===== src/rtl/lsu_pkg.sv =====
// Shared types and helpers for the byte-serial load/store unit.
package lsu_pkg;

  localparam logic [2:0] F3_B  = 3'b000;
  localparam logic [2:0] F3_H  = 3'b001;
  localparam logic [2:0] F3_W  = 3'b010;
  localparam logic [2:0] F3_BU = 3'b100;
  localparam logic [2:0] F3_HU = 3'b101;

  typedef enum logic [1:0] {S_IDLE, S_ACCESS, S_DRAIN, S_RESP} state_e;

  function automatic logic [2:0] byte_count(input logic [2:0] f3);
    case (f3[1:0])
      2'b00:   return 3'd1;
      2'b01:   return 3'd2;
      default: return 3'd4;
    endcase
  endfunction

  function automatic logic f3_legal(input logic wr, input logic [2:0] f3);
    if (wr) return (f3 == F3_B) || (f3 == F3_H) || (f3 == F3_W);
    return (f3 == F3_B) || (f3 == F3_H) || (f3 == F3_W) || (f3 == F3_BU) || (f3 == F3_HU);
  endfunction

endpackage


===== src/rtl/lsu_extend.sv =====
// Load-data extension: sign/zero-extends assembled bytes according to funct3.
module lsu_extend
  import lsu_pkg::*;
(
  input  logic [31:0] assembled_i,
  input  logic [2:0]  func3_i,
  output logic [31:0] rdata_o
);

  always_comb begin
    rdata_o = assembled_i;
    case (func3_i)
      F3_B:    rdata_o = {{24{assembled_i[7]}}, assembled_i[7:0]};
      F3_H:    rdata_o = {{16{assembled_i[15]}}, assembled_i[15:0]};
      F3_BU:   rdata_o = {24'h0, assembled_i[7:0]};
      F3_HU:   rdata_o = {16'h0, assembled_i[15:0]};
      default: rdata_o = assembled_i;
    endcase
  end

endmodule


===== src/rtl/lsu_byte_master.sv =====
// Serialises one RV32 load/store into little-endian byte cycles on a
// byte-wide synchronous memory port and returns a single response pulse.
module lsu_byte_master
  import lsu_pkg::*;
#(
  parameter int ADDR_W = 8
) (
  input  logic              clk,
  input  logic              rst_n,
  input  logic              req_valid,
  output logic              req_ready,
  input  logic              req_write,
  input  logic [2:0]        req_func3,
  input  logic [ADDR_W-1:0] req_addr,
  input  logic [31:0]       req_wdata,
  output logic              resp_valid,
  output logic              resp_err,
  output logic [31:0]       resp_rdata,
  output logic              mem_en,
  output logic              mem_we,
  output logic [ADDR_W-1:0] mem_addr,
  output logic [7:0]        mem_wdata,
  input  logic [7:0]        mem_rdata
);

  state_e            state_q, state_d;
  logic              write_q, err_q;
  logic [2:0]        func3_q;
  logic [ADDR_W-1:0] addr_q;
  logic [31:0]       wdata_q, asm_q, ext_rdata;
  logic [1:0]        cnt_q, rd_idx_q;
  logic              rd_vld_q;
  logic              accept, last_byte;

  assign accept    = (state_q == S_IDLE) && req_valid;
  assign last_byte = ({1'b0, cnt_q} == (byte_count(func3_q) - 3'd1));

  always_ff @(posedge clk or negedge rst_n) begin
    if (!rst_n) state_q <= S_IDLE;
    else        state_q <= state_d;
  end

  always_comb begin
    state_d = state_q;
    case (state_q)
      S_IDLE:   if (req_valid) state_d = f3_legal(req_write, req_func3) ? S_ACCESS : S_RESP;
      S_ACCESS: if (last_byte) state_d = write_q ? S_RESP : S_DRAIN;
      S_DRAIN:  state_d = S_RESP;
      S_RESP:   state_d = S_IDLE;
      default:  state_d = S_IDLE;
    endcase
  end

  // Read data lags its strobe by one cycle, so the byte index is delayed too.
  always_ff @(posedge clk or negedge rst_n) begin
    if (!rst_n) begin
      write_q  <= 1'b0;
      err_q    <= 1'b0;
      func3_q  <= '0;
      addr_q   <= '0;
      wdata_q  <= '0;
      cnt_q    <= '0;
      asm_q    <= '0;
      rd_vld_q <= 1'b0;
      rd_idx_q <= '0;
    end else begin
      if (accept) begin
        write_q <= req_write;
        func3_q <= req_func3;
        addr_q  <= req_addr;
        wdata_q <= req_wdata;
        err_q   <= !f3_legal(req_write, req_func3);
        cnt_q   <= '0;
        asm_q   <= '0;
      end
      if (state_q == S_ACCESS) cnt_q <= cnt_q + 2'd1;
      rd_vld_q <= (state_q == S_ACCESS) && !write_q;
      rd_idx_q <= cnt_q;
      if (rd_vld_q) asm_q[{rd_idx_q, 3'b000} +: 8] <= mem_rdata;
    end
  end

  lsu_extend u_ext (
    .assembled_i (asm_q),
    .func3_i     (func3_q),
    .rdata_o     (ext_rdata)
  );

  always_comb begin
    req_ready  = (state_q == S_IDLE);
    mem_en     = (state_q == S_ACCESS);
    mem_we     = mem_en && write_q;
    mem_addr   = mem_en ? addr_q + ADDR_W'(cnt_q) : '0;
    mem_wdata  = mem_we ? wdata_q[{cnt_q, 3'b000} +: 8] : 8'h00;
    resp_valid = (state_q == S_RESP);
    resp_err   = resp_valid && err_q;
    resp_rdata = (resp_valid && !err_q && !write_q) ? ext_rdata : 32'h0;
  end

endmodule

===== config.mk =====
export PLATFORM = sky130hd
export DESIGN_NAME = lsu_byte_master
export DESIGN_NICKNAME = d
export VERILOG_FILES = /design/src/rtl/lsu_pkg.sv /design/src/rtl/lsu_extend.sv /design/src/rtl/lsu_byte_master.sv
export SDC_FILE = /design/constraint.sdc
export NUM_CORES = 1
export LEC_CHECK = 0
export CAP_MARGIN = 20
export CORE_MARGIN = 3
export CORE_UTILIZATION = 60
export DETAILED_ROUTE_END_ITERATION = 8
export DONT_BUFFER_PORTS = 1
export PLACE_DENSITY_LB_ADDON = 0.1
export SYNTH_ARGS = -nofsm -noshare
export SYNTH_HDL_FRONTEND = slang
export SYNTH_HIERARCHICAL = 1
export SYNTH_SLANG_ARGS = --single-unit

===== constraint.sdc =====
create_clock -name clk -period 2.3 [get_ports clk]
set_input_delay 0.115 -clock clk [delete_from_list [all_inputs] [get_ports clk]]
set_output_delay 0.115 -clock clk [all_outputs]
set_load 0.02 [all_outputs]

==> qor.txt <==
Hold Startpoint -> req_func3[2]
Total Power -> 5.79 mW
critical path's largest stage delay -> 0.45 ns
total setup buffers inserted after CTS -> 0
Setup crit start kind -> flop
Post-Syn Nets -> 532
Final Non-Filler Cells -> 610
starting DRC count in detailed routing -> 204
CTS max path bufs -> 2
worst vdd ir -> 715 µV
most common cell after layout, fill and taps aside -> nand2_1
P_leak -> 2.52 nW
share of cells above drive strength 1 -> 0.0875
Post-DP Area -> 4390 µm²
Power Density -> 1120 nW/µm²
# diodes -> 0
Num CTS Buffers -> 9
EDFF count, synth -> 0
Placer Congestion -> 0.814
CP Capture Type -> output port
hold endpoint -> err_q
CP cell instances -> ha_1, fa_1, nand3_1, xnor2_1, and2_1
final setup TNS -> 0 ns
fmax -> 473 MHz
most frequent cells in the layout -> nand2_1 (164), dfrtp_1 (84), dlygate4sd3_1 (53), and2_1 (50), a22o_1 (32)
flop2flop setup slack -> 0.22 ns
initial antenna violation count -> 0
Synth Area in Simple Gates -> 0.253
crit-path leading delay family -> adder cells
row count -> 30
#FFs+latches synth -> 84
# port buffers -> 0
vias in the first global route -> 3,391
DRC Markers -> 0
Seq/Total Area, Yosys -> 0.484
FF/Latch Area -> 2100 µm²
final critical-path share of the clock period -> 0.918
clock net sink count -> 84
Die Wd -> 91.1 µm
Worst Tran Pin Value -> 0.689 ns
WP depth -> 5
Worst Clk Skew -> 0.00749 ns
Worst R2R Path Depth -> 6
Hold Path Depth -> 3
Slew HR -> 0.540
Mapped Cells -> 464
post-synthesis mux area share -> 0.0544
pin count of the biggest net entering global routing -> 85
Top FF cell, synth -> dfrtp_1
unrepaired setup endpoints after global routing -> false
critical path class -> reg -> out
run status -> completed
DR vias -> 3,420
clock-pin slew on the worst setup and hold paths -> 0.09 ns
FF-to-FF End -> state_q[0]
Final Max Tran Viols -> 0
worst path bufs/invs -> 0
first-pass GRT wire length -> 16,400 µm
TritonCTS clock tree -> done
Synth Area in Adders -> 0.0392
max_cap viols -> 0
WHS -> 0.160 ns
Die Area -> 8300 µm²
Resized cells post-CTS -> 0
largest family of logic cells by synthesized area -> simple AND/OR/NAND/NOR gates
gr usage total -> 0.246
beginning of the critical path -> cnt_q[0]
Syn-to-layout area delta -> 19.1%
synthesized area per cell -> 9.37 µm²
ANT nets after route -> 0
placed insts -> 540
Worst EP arrival -> 2.00 ns
DRT Pass-1 Iters -> 5
Multi-input gate area -> 2060 µm²
final instance area -> 5170 µm²
Final Critical Period -> 2.11 ns
Finished Core Util -> 0.749
ys async rst share -> 1.00
area of the core -> 6910 µm²
slowest CP cell -> fa_1
final setup vio count -> 0
Warnings, synthesis -> 6
Die H -> 91.1 µm
Nets -> 577
Worst Path Required -> 2.18 ns
root buffer cell -> clkbuf_8
final wirelength -> 10,000 µm
mapped cell area -> 4350 µm²
I/O pin total -> 108
xor/xnor share of the synthesized area -> 0.0161
wire per inst -> 16.4 µm
Hold Fails Final Rpt -> 0
Place WS -> 0.232 ns
Worst Path Max Fanout -> 5
HPWL after DPL -> 6190 µm
FILL cells -> 501
post-synthesis compound-gate area fraction -> 0.110
Hold WC Path Type -> in -> reg
routed vias/inst -> 5.61
Initial Utilization -> 0.629
Cell variety after synth -> 39
Final WS setup -> 0.188 ns
H-tree levels -> 3
Skew-Pair Late Insertion Delay -> 0.35 ns
RR Startpoint -> func3_q[1]
global route total overflow -> 0
==> worst min-delay path, cell delays in order <==
cell and delay [ns]:
nor2_1 0.02, nor2_1 0.18, mux2_1 0.16
==> cell families (layout without fill, tap and decap cells) <==
logic type / count (synthesis) / after routing
adder cells (fa/ha/maj): 13 / 13
flip-flops: 84 / 84
AO/OA/AOI/OAI: 68 / 68
XOR/XNOR: 8 / 8
AND/OR/NAND/NOR: 242 / 242
buffers and inverters: 36 / 86
multiplexers: 13 / 13
==> flip-flops by register name (all words and copies together) (netlist names) <==
name      flops
addr_q        8
asm_q        32
cnt_q         2
err_q         1
func3_q       3
rd_idx_q      2
rd_vld_q      1
state_q       2
wdata_q      32
write_q       1
==> repair_timing <==
item                                    4_1_cts  5_1_grt
endpoints found under the hold margin       160        0
endpoints found under the setup margin        0        0
hold buffers                                 54        0
==> cell usage after synthesis, drive strengths merged (2+ instances only) <==
| cell | instances | area [µm²] |
|---|---|---|
| nand4b | 2 | 17.5 |
| dfrtp | 84 | 2100 |
| and2 | 51 | 319 |
| nand3 | 5 | 25.0 |
| mux4 | 8 | 180 |
| nor2b | 2 | 12.5 |
| or2 | 3 | 18.8 |
| nor2 | 6 | 22.5 |
| clkbuf | 18 | 68.8 |
| nand2b | 2 | 12.5 |
| a21oi | 8 | 43.8 |
| mux2i | 3 | 33.8 |
| inv | 4 | 15.0 |
| xnor2 | 6 | 52.6 |
| o21ai | 26 | 130 |
| a22o | 32 | 280 |
| buf | 14 | 104 |
| xor2 | 2 | 17.5 |
| ha | 12 | 150 |
| mux2 | 2 | 22.5 |
| nor3 | 2 | 10.0 |
| nand2 | 164 | 616 |
==> worst max-delay path by stage <==
stage | end | slack [ns]
2_1_floorplan | state_q[0] | 0.26
3_3_place_gp | state_q[0] | 0.30
3_5_place_dp | state_q[0] | 0.23
4_1_cts | mem_addr[6] | 0.18
5_1_grt | state_q[0] | 0.09
6_report | mem_addr[6] | 0.19
==> routing by layer <==
metal	global-route usage	wire [µm]	up-vias
met1	0.308	4240	1645
met4	0.0917	201	0
met2	0.422	5010	133
met3	0.0497	570	20
li1	-	-	1622
met5	0	0	-
==> report_power, final <==
part	leakage, nW	internal [mW]	switching [mW]
Clock	0.110	0.646	0.533
Sequential	1.10	1.96	0.356
Combinational	1.31	0.951	1.34
Total	2.52	3.56	2.23
==> final cells by class <==
type,count,share of cell area
clock buffers,11,0.0273
clock inverters,5,0.0164
inverters,4,0.00290
multi-input cells,344,0.399
flip-flops and latches,84,0.406
well taps,96,0.0232
repair buffers,66,0.125
No activity file was read; power rests on OpenSTA's default activity.
